--- src/rtl/ldpc_mem_pkg.sv ---
`default_nettype none
// +----------------------------------------------------------------------+
// | ldpc_mem_pkg                                                         |
// | Shared types and parameter-legality helpers for LDPC message memory. |
// | Revision: 1.0                                                        |
// +----------------------------------------------------------------------+
package ldpc_mem_pkg;

    typedef enum logic {
        ST_CLEAR = 1'b0,
        ST_READY = 1'b1
    } clr_state_e;

    localparam int c_RD_LAT_MIN = 1;
    localparam int c_RD_LAT_MAX = 2;
    localparam int c_N_RD_MIN   = 1;
    localparam int c_N_RD_MAX   = 4;

    function automatic bit rd_lat_legal(input int lat);
        return (lat >= c_RD_LAT_MIN) && (lat <= c_RD_LAT_MAX);
    endfunction

    function automatic bit n_rd_legal(input int n);
        return (n >= c_N_RD_MIN) && (n <= c_N_RD_MAX);
    endfunction

endpackage
`default_nettype wire

--- src/rtl/ldpc_bram_clear_fsm.sv ---
`default_nettype none
// +----------------------------------------------------------------------+
// | ldpc_bram_clear_fsm                                                  |
// | Sweep controller that initialises every word of the message RAM.     |
// | Revision: 1.0                                                        |
// +----------------------------------------------------------------------+
module ldpc_bram_clear_fsm
    import ldpc_mem_pkg::*;
#(
    parameter int ADDR_W = 4
) (
    input  logic              clk,
    input  logic              reset,
    input  logic              clr,
    output logic              ready,
    output logic              clr_we,
    output logic [ADDR_W-1:0] clr_addr
);

    clr_state_e        r_state;
    logic [ADDR_W:0]   r_cnt;
    logic              r_ready;
    logic              r_clr_we;
    logic [ADDR_W:0]   w_cnt_nxt;

    // The extra MSB flags the wrap past DEPTH-1, i.e. the last word was written.
    assign w_cnt_nxt = r_cnt + 1'b1;

    always_ff @(posedge clk or negedge reset) begin
        if (!reset) begin
            r_state  <= ST_CLEAR;
            r_cnt    <= '0;
            r_ready  <= 1'b0;
            r_clr_we <= 1'b1;
        end else begin
            case (r_state)
                ST_CLEAR: begin
                    if (w_cnt_nxt[ADDR_W]) begin
                        r_state  <= ST_READY;
                        r_cnt    <= '0;
                        r_ready  <= 1'b1;
                        r_clr_we <= 1'b0;
                    end else begin
                        r_cnt <= w_cnt_nxt;
                    end
                end
                ST_READY: begin
                    if (clr) begin
                        r_state  <= ST_CLEAR;
                        r_cnt    <= '0;
                        r_ready  <= 1'b0;
                        r_clr_we <= 1'b1;
                    end
                end
            endcase
        end
    end

    assign ready    = r_ready;
    assign clr_we   = r_clr_we;
    assign clr_addr = r_cnt[ADDR_W-1:0];

endmodule
`default_nettype wire

--- src/rtl/ldpc_msg_bram.sv ---
`default_nettype none
// +----------------------------------------------------------------------+
// | ldpc_msg_bram                                                        |
// | Multi-read-port message/LLR RAM with hardware clear sweep.           |
// | Revision: 1.0                                                        |
// +----------------------------------------------------------------------+
module ldpc_msg_bram
    import ldpc_mem_pkg::*;
#(
    parameter int                DATA_W   = 8,
    parameter int                ADDR_W   = 4,
    parameter int                N_RD     = 2,
    parameter int                RD_LAT   = 1,
    parameter logic [DATA_W-1:0] INIT_VAL = '0
) (
    input  logic                   clk,
    input  logic                   reset,
    input  logic                   clr,
    input  logic                   wr_en,
    input  logic [ADDR_W-1:0]      wr_addr,
    input  logic [DATA_W-1:0]      wr_data,
    input  logic [N_RD-1:0]        rd_en,
    input  logic [N_RD*ADDR_W-1:0] rd_addr,
    output logic [N_RD*DATA_W-1:0] rd_data,
    output logic [N_RD-1:0]        rd_valid,
    output logic                   ready
);

    localparam int c_DEPTH = 1 << ADDR_W;

    if (!(rd_lat_legal(RD_LAT) && n_rd_legal(N_RD))) begin : g_param_check
        $error("ldpc_msg_bram: RD_LAT must be 1..2 and N_RD must be 1..4");
    end

    logic [DATA_W-1:0] r_mem [0:c_DEPTH-1];

    logic              w_ready;
    logic              w_clr_we;
    logic [ADDR_W-1:0] w_clr_addr;
    logic              w_user_we;
    logic              w_mem_we;
    logic [ADDR_W-1:0] w_mem_addr;
    logic [DATA_W-1:0] w_mem_data;

    ldpc_bram_clear_fsm #(
        .ADDR_W (ADDR_W)
    ) u_clear_fsm (
        .clk      (clk),
        .reset    (reset),
        .clr      (clr),
        .ready    (w_ready),
        .clr_we   (w_clr_we),
        .clr_addr (w_clr_addr)
    );

    // A clear request on the same edge takes priority and drops the user write.
    assign w_user_we  = w_ready & wr_en & ~clr;
    assign w_mem_we   = w_clr_we | w_user_we;
    assign w_mem_addr = w_clr_we ? w_clr_addr : wr_addr;
    assign w_mem_data = w_clr_we ? INIT_VAL   : wr_data;

    always_ff @(posedge clk) begin
        if (w_mem_we) begin
            r_mem[w_mem_addr] <= w_mem_data;
        end
    end

    assign ready = w_ready;

    for (genvar gi = 0; gi < N_RD; gi++) begin : g_rd_port
        logic [ADDR_W-1:0] w_addr;
        logic              w_fire;
        logic              w_bypass;
        logic [DATA_W-1:0] r_q;

        assign w_addr   = rd_addr[gi*ADDR_W +: ADDR_W];
        assign w_fire   = w_ready & rd_en[gi];
        assign w_bypass = w_user_we & (wr_addr == w_addr);

        // Array-side read register: left unreset so it maps onto the RAM macro.
        always_ff @(posedge clk) begin
            if (w_fire) begin
                r_q <= w_bypass ? wr_data : r_mem[w_addr];
            end
        end

        if (RD_LAT == 1) begin : g_lat1
            logic r_vld;
            logic r_seen;

            // r_seen masks the unreset read register until it has been loaded.
            always_ff @(posedge clk or negedge reset) begin
                if (!reset) begin
                    r_vld  <= 1'b0;
                    r_seen <= 1'b0;
                end else begin
                    r_vld <= w_fire;
                    if (w_fire) begin
                        r_seen <= 1'b1;
                    end
                end
            end

            assign rd_data[gi*DATA_W +: DATA_W] = r_seen ? r_q : '0;
            assign rd_valid[gi]                 = r_vld;
        end else begin : g_lat2
            logic [1:0]        r_vld;
            logic [DATA_W-1:0] r_out;

            always_ff @(posedge clk or negedge reset) begin
                if (!reset) begin
                    r_vld <= '0;
                    r_out <= '0;
                end else begin
                    r_vld <= {r_vld[0], w_fire};
                    if (r_vld[0]) begin
                        r_out <= r_q;
                    end
                end
            end

            assign rd_data[gi*DATA_W +: DATA_W] = r_out;
            assign rd_valid[gi]                 = r_vld[1];
        end
    end

endmodule
`default_nettype wire
--- config.mk ---
export PLATFORM = sky130hd
export DESIGN_NAME = ldpc_msg_bram
export DESIGN_NICKNAME = d
export VERILOG_FILES = /design/src/rtl/ldpc_mem_pkg.sv /design/src/rtl/ldpc_bram_clear_fsm.sv /design/src/rtl/ldpc_msg_bram.sv
export SDC_FILE = /design/constraint.sdc
export NUM_CORES = 1
export LEC_CHECK = 0
export ABC_AREA = 1
export BUFFER_PORTS_ARGS = -buffer_cell sky130_fd_sc_hd__buf_2
export CAP_MARGIN = 25
export CORE_MARGIN = 3
export CORE_UTILIZATION = 62
export CTS_CLUSTER_SIZE = 12
export DETAILED_ROUTE_END_ITERATION = 7
export PLACE_DENSITY = 0.87
export SLEW_MARGIN = 0
export SYNTH_ARGS = -nofsm -noshare
export SYNTH_HDL_FRONTEND = slang
export SYNTH_HIERARCHICAL = 1
export SYNTH_SLANG_ARGS = --single-unit
--- constraint.sdc ---
create_clock -name clk -period 2.3 [get_ports clk]
set_input_delay 0.46 -clock clk [delete_from_list [all_inputs] [get_ports clk]]
set_output_delay 0.46 -clock clk [all_outputs]
set_load 0.01 [all_outputs]
# == Word level (Yosys, flattened, before mapping) ==
# Memory sizes are Yosys's and may differ from the RTL's.
# Cells that the tools add are included.
# totals
inputBits,26
ram_bits,128
out_inout_bits,19
reg_bits,28
wordCells,46
mem_count,1
# mem_list
name,words,width,rd,rd_clocked_by_memory_dff,write_ports,line,text
r_mem,16,8,2,0,1,ldpc_msg_bram.sv:35,logic [DATA_W-1:0] r_mem [0:c_DEPTH-1];
# op_classes
n_bitwise,9
mux,20
n_reduce_logical,1
n_eq_ne,4
addsub,1
# ops
op,n
$mux W8,5
$pmux W5 S2,1
$eq A4 B4 Y1,2
$mux W1,8
$mux W4,2
$and A1 B1 Y1,6
$pmux W1 S2,3
$add A5 B1 Y5 const B,1
$mux W5,1
$ne A2 B1 Y1 const B,1
$ne A2 B2 Y1 const B,1
$not A1 Y1,2
$reduce_and A2 Y1,1
$or A1 B1 Y1,1

# == Longest topological paths before layout ==
# logic_depth
word_depth,5
mapped_depth,10
ltp_nobuf,8

# == Modules after synthesis ==
# The synthesis kept the hierarchy.
# modules_own_cells
mod,instances,seq_area_each_um2,cells_each,area_per_inst_um2
ldpc_msg_bram,1,4424.2,995,8126.5
ldpc_bram_clear_fsm,1,176.4,36,335.3

# == Worst setup path after synthesis ==
# Ideal clock, no wire load.
# synth_path
kind,reg-to-reg
startpoint,"reg u_clear_fsm.r_clr_we, in the netlist u_clear_fsm/clr_we"
endpoint,mem r_mem[3][0] (enable)
t_arrival_ns,1.535
path_stages_with_launch,8
t_required_ns,1.930
setup_slack_ns,0.395
path_cell_list,dfstp_2 > inv_1 > or2_1 > o21ai_0 > inv_1 > nor2_1 > nand2_1 > nor2_1
# synth_via
elab_chain_cells,3
elab_cells_between_ends,4
classes_between,mux (3); bitwise (1)
# synth_lines
item,line,text
start: declaration,ldpc_bram_clear_fsm.sv:23,logic r_clr_we;
start signal: assignment,ldpc_bram_clear_fsm.sv:34,r_clr_we <= 1'b1;
start signal: assignment,ldpc_bram_clear_fsm.sv:42,r_clr_we <= 1'b0;
start signal: assignment,ldpc_bram_clear_fsm.sv:52,r_clr_we <= 1'b1;
$or A1 B1 Y1,ldpc_msg_bram.sv:58,assign w_mem_we = w_clr_we | w_user_we;
$mux W1,ldpc_msg_bram.sv:63,if (w_mem_we) begin
$mux W1 (not written as such),ldpc_msg_bram.sv:64,r_mem[w_mem_addr] <= w_mem_data;
end: declaration,ldpc_msg_bram.sv:35,
# Parallel ways exist; a longest one is shown, timed or not.

# == Final worst setup path ==
# layout_path
startpoint,"reg u_clear_fsm.r_clr_we, in the netlist u_clear_fsm/clr_we"
endpoint,mem r_mem[9][6] (enable)
# Same word-level chain as after synthesis.

==> results by stage <==
Final layout:
- 0 antenna diodes ended up in the layout.
- The layout has 964 filler cells.
- From synthesis to final layout, the design area changed by 12.6%.
- The number of nets in the layout is 1106.
- The share of layout cells above drive strength 1 is 12.4%.
- The filler-free cell count of the finished design is 1268.
- After routing the design area is 0.00953 sq mm.

Timing:
- The pin slew with the least headroom to its limit is 1.03 ns.
- The number of hold violations in the final report came to 0.
- For the finished layout, the period the worst path requires is 2.09 ns.
- The count of final max-slew check failures is 0.
- The final worst clock skew is 0.0120 ns.
- Adding up every negative setup slack in the final design gives 0 ns.
- The relative slew slack is 31.1%.
- On the final layout, the worst hold slack is 0.339 ns.
- The post-route clock period utilization is 90.9%.
- The maximum clock frequency is 478 MHz.
- Setup violations remaining at the end of the flow were counted as 0.
- Setup repair after global routing left no endpoint under its margin.

Drt:
- The detailed router finished its first iteration with 1648 violations.
- The final routed wire length divided by cell count is 18.9 um.
- After detailed routing, the number of remaining DRC violations is 0.
- The routed wire length is 24.0 mm.
- The first detailed-routing pass took 6 iterations.
- The total number of vias is 7451.
- Dividing the detail-routed via count by the number of cells gives 5.88.
- The detail route stage leaves a number of antenna-violating nets equal to 0.

Die:
- Row generation in the floorplan step produced 42 rows.
- The die covers 0.0151 sq mm.
- The overall die height is 123 um.
- Once the floorplan was initialized, standard cells occupied 63.6% of the core.
- During I/O placement, the number of pins put on the boundary was 45.
- The x dimension of the die is 123 um.
- The core outline area is 0.0133 sq mm.

Placement:
- The placed instances occupy a cell area of 0.00897 sq mm.
- The count of buffers from port buffering is 44.
- The HPWL reported at the end of detailed placement is 16.1 mm.
- At the end of routability-driven placement, the weighted congestion stood at 1.05.
- The cell total after placement is 1235.

Synthesis:
- The dominant cell type by area after synthesis is sky130_fd_sc_hd__edfxtp_1.
- The Yosys step of the flow raised 6 warnings.
- In the post-synthesis netlist, the biggest area contributors are sky130_fd_sc_hd__edfxtp_1 51%, sky130_fd_sc_hd__nand2_1 15%, sky130_fd_sc_hd__nand3_1 14%.
- The total standard cell area after synthesis is 0.00846 sq mm.
- The post-synthesis instance total is 1031.
- The most common cell in the netlist is sky130_fd_sc_hd__nand2_1.
- The area share of the largest cell type after synthesis is 51.1%.
- The number of nets in the synthesized netlist is 1058.
- Each instance of the synthesized netlist takes up on average 8.21 sq um.
- The most used flip-flop cell after synthesis is sky130_fd_sc_hd__edfxtp_1.
- The number of different library cells in the post-synthesis netlist is 34.
- The number of synthesized flops with an enable pin is 144.
- Ranked by instance count, the synthesized netlist is headed by 340 x sky130_fd_sc_hd__nand2_1, 236 x sky130_fd_sc_hd__nand3_1, 169 x sky130_fd_sc_hd__inv_1.
- In this run, synthesis produced a sequential element count of 155.
- The sequential fraction of the synthesis area is 54.4%.
- After synthesis, the share of flip-flops with an asynchronous set or reset is 7.10%.

Clock tree:
- The clock root buffer is sky130_fd_sc_hd__clkbuf_16.
- Clock-pin slew was measured on the worst setup and hold paths at 0.07 ns.
- The TritonCTS clock tree is done.
- Clock tree synthesis inserted a total of 17 buffers.
- Once the clock tree was built, the setup fixing pass inserted 0 buffers.
- The insertion delay to the later sink of the worst-skew pair is 0.43 ns.
- The number of gates resized after CTS is 0.
- Counting along the longest clock path gives a buffer depth of 2.
- The H-tree was split into 4 levels.
- The number of clock sinks is 155.

Run status:
- The run finished with clean final reports.

Critical path:
- Data arrives at the worst endpoint at 2.22 ns.
- STA classifies the critical path endpoint as a register.
- For this design, the slowest cell found on the critical path is sky130_fd_sc_hd__dfstp_2.
- The startpoint kind of the worst setup timing path is a register.
- The largest single stage delay on the critical path is 0.57 ns.
- The critical path goes through inv_1 > or2_2 > o21ai_0 > nand2_1 > nor2_1 > buf_4.
- In this run the worst path has a maximum fanout of 8.
- The family of cells with the greatest summed delay on the critical path is simple AND/OR/NAND/NOR gates.
- At the worst endpoint, the required time is 2.43 ns.
- The buffering stage count on the worst path with inverters included is 2.
- The critical path is of the reg2reg type.

Job:
- The count of max-cap constraint violations is 0.

Pwr:
- Dividing total power by cell area gives a power density of 911 mW/mm^2.
- The sum of internal, switching and leakage power is 0.00868 W.
- In this run the static leakage power is 4.50 nW.
- The worst-case IR drop observed on VDD is 589 uV.

Global routing:
- The first-pass GRT wire length is 36.6 mm.
- Entering global routing, the biggest net connects 66 pins.
- The via count of the first global-routing pass came to 6697.
- For this run the aggregate overflow at the end of global routing stands at 0.
- Global routing used 33.2% of the available tracks.
- The number of antenna violations at the first check in global routing was 0.

Min path:
- The class of the worst hold path is in2reg.
[worst register-to-register path: stages (launching register included)]
cell                      delay, ns
sky130_fd_sc_hd__dfstp_2       0.57
sky130_fd_sc_hd__inv_1         0.08
sky130_fd_sc_hd__or2_2         0.26
sky130_fd_sc_hd__o21ai_0       0.16
sky130_fd_sc_hd__nand2_1       0.32
sky130_fd_sc_hd__nor2_1        0.20
sky130_fd_sc_hd__buf_4         0.19
[flip-flops by register name (all words and copies together), names as in the netlist]
name                     flops
g_rd_port.g_lat1.r_vld       2
g_rd_port.r_q               16
u_clear_fsm/r_state          1
u_clear_fsm/clr_we           1
r_mem                      128
u_clear_fsm/ready            1
u_clear_fsm/r_cnt            4
g_rd_port.g_lat1.r_seen      2
[area by class of cell]
| cell class | count | area (sq um) | share of cell area (%) |
|---|---|---|---|
| clock buffers | 18 | 429 | 4.50 |
| clock inverters | 14 | 123 | 1.29 |
| inverters | 172 | 646 | 6.78 |
| multi-input cells | 649 | 2920 | 30.7 |
| flip-flops and latches | 155 | 4600 | 48.3 |
| well taps | 176 | 220 | 2.31 |
| repair buffers | 84 | 586 | 6.15 |
[timing repair]
item                                   in CTS  in global routing
endpoints found under the hold margin      10                  0
setup endpoints to repair                   0                  0
hold buffers                                1                  0
[kinds of logic (layout without fill, tap and decap cells)]
| group | after synthesis | after routing | synth area share (%) |
|---|---|---|---|
| compound gates | 10 | 10 | 0.798 |
| xor+xnor | 4 | 4 | 0.503 |
| fa+ha+maj | 1 | 1 | 0.148 |
| buf+inv | 227 | 288 | 11.1 |
| flops | 155 | 155 | 54.4 |
| simple gates | 634 | 634 | 33.1 |
[through the flow]
step,setup WS (ns),utilization [%]
2_1_floorplan,0.395,-
3_3_place_gp,0.212,67.4
3_5_place_dp,0.270,67.4
4_1_cts,0.269,71.7
5_1_grt,0.110,71.7
6_report,0.210,71.7
[report_power, final]
part | total (W) | leakage, nW | switching (W) | internal [W]
Clock | 0.00260 | 0.261 | 0.00112 | 0.00149
Sequential | 0.00390 | 1.45 | 0.000176 | 0.00372
Combinational | 0.00218 | 2.79 | 0.00155 | 0.000632
Total | 0.00868 | 4.50 | 0.00284 | 0.00584
[worst paths after layout]
path / to / startpoint / cells past startpoint / slack, ns
setup / recovery: r_mem[9][6] / u_clear_fsm/clr_we / 6 / 0.21
setup reg to reg: r_mem[9][6] / u_clear_fsm/clr_we / 6 / 0.21
hold reg to reg: u_clear_fsm/ready / u_clear_fsm/ready / 2 / 0.58
max in group asynchronous: u_clear_fsm/clr_we / reset / 2 / 1.62
min in group asynchronous: g_rd_port[1].g_lat1.r_seen / reset / 2 / 0.43
hold / removal: u_clear_fsm/r_cnt[3] / clr / 4 / 0.34
[cells in the final DEF (no fill, tap or decap), drive strengths merged]
master | Yosys | routed
ha | 1 | 1
a22o | 1 | 1
dfrtp | 10 | 10
nand2 | 341 | 341
o22ai | 2 | 2
clkinvlp | 0 | 4
nor3 | 2 | 2
dlygate4sd3 | 0 | 1
or2 | 7 | 7
nand3b | 1 | 1
clkinv | 1 | 7
nor2 | 36 | 36
o21ai | 5 | 5
inv | 171 | 174
xor2 | 3 | 3
edfxtp | 144 | 144
nand4 | 9 | 9
dfstp | 1 | 1
nand3 | 238 | 238
buf | 44 | 83
xnor2 | 1 | 1
bufinv | 0 | 1
a21oi | 2 | 2
clkbuf | 11 | 18
[layer usage]
metal	vias to the layer above	global-route usage (%)	wire length, um
met2	607	48.3	10400
li1	3400	-	-
met3	113	8.48	3280
met1	3331	46.0	9000
met5	-	0	0
met4	0	17.8	1350
Power figures use the tool's default switching activity.
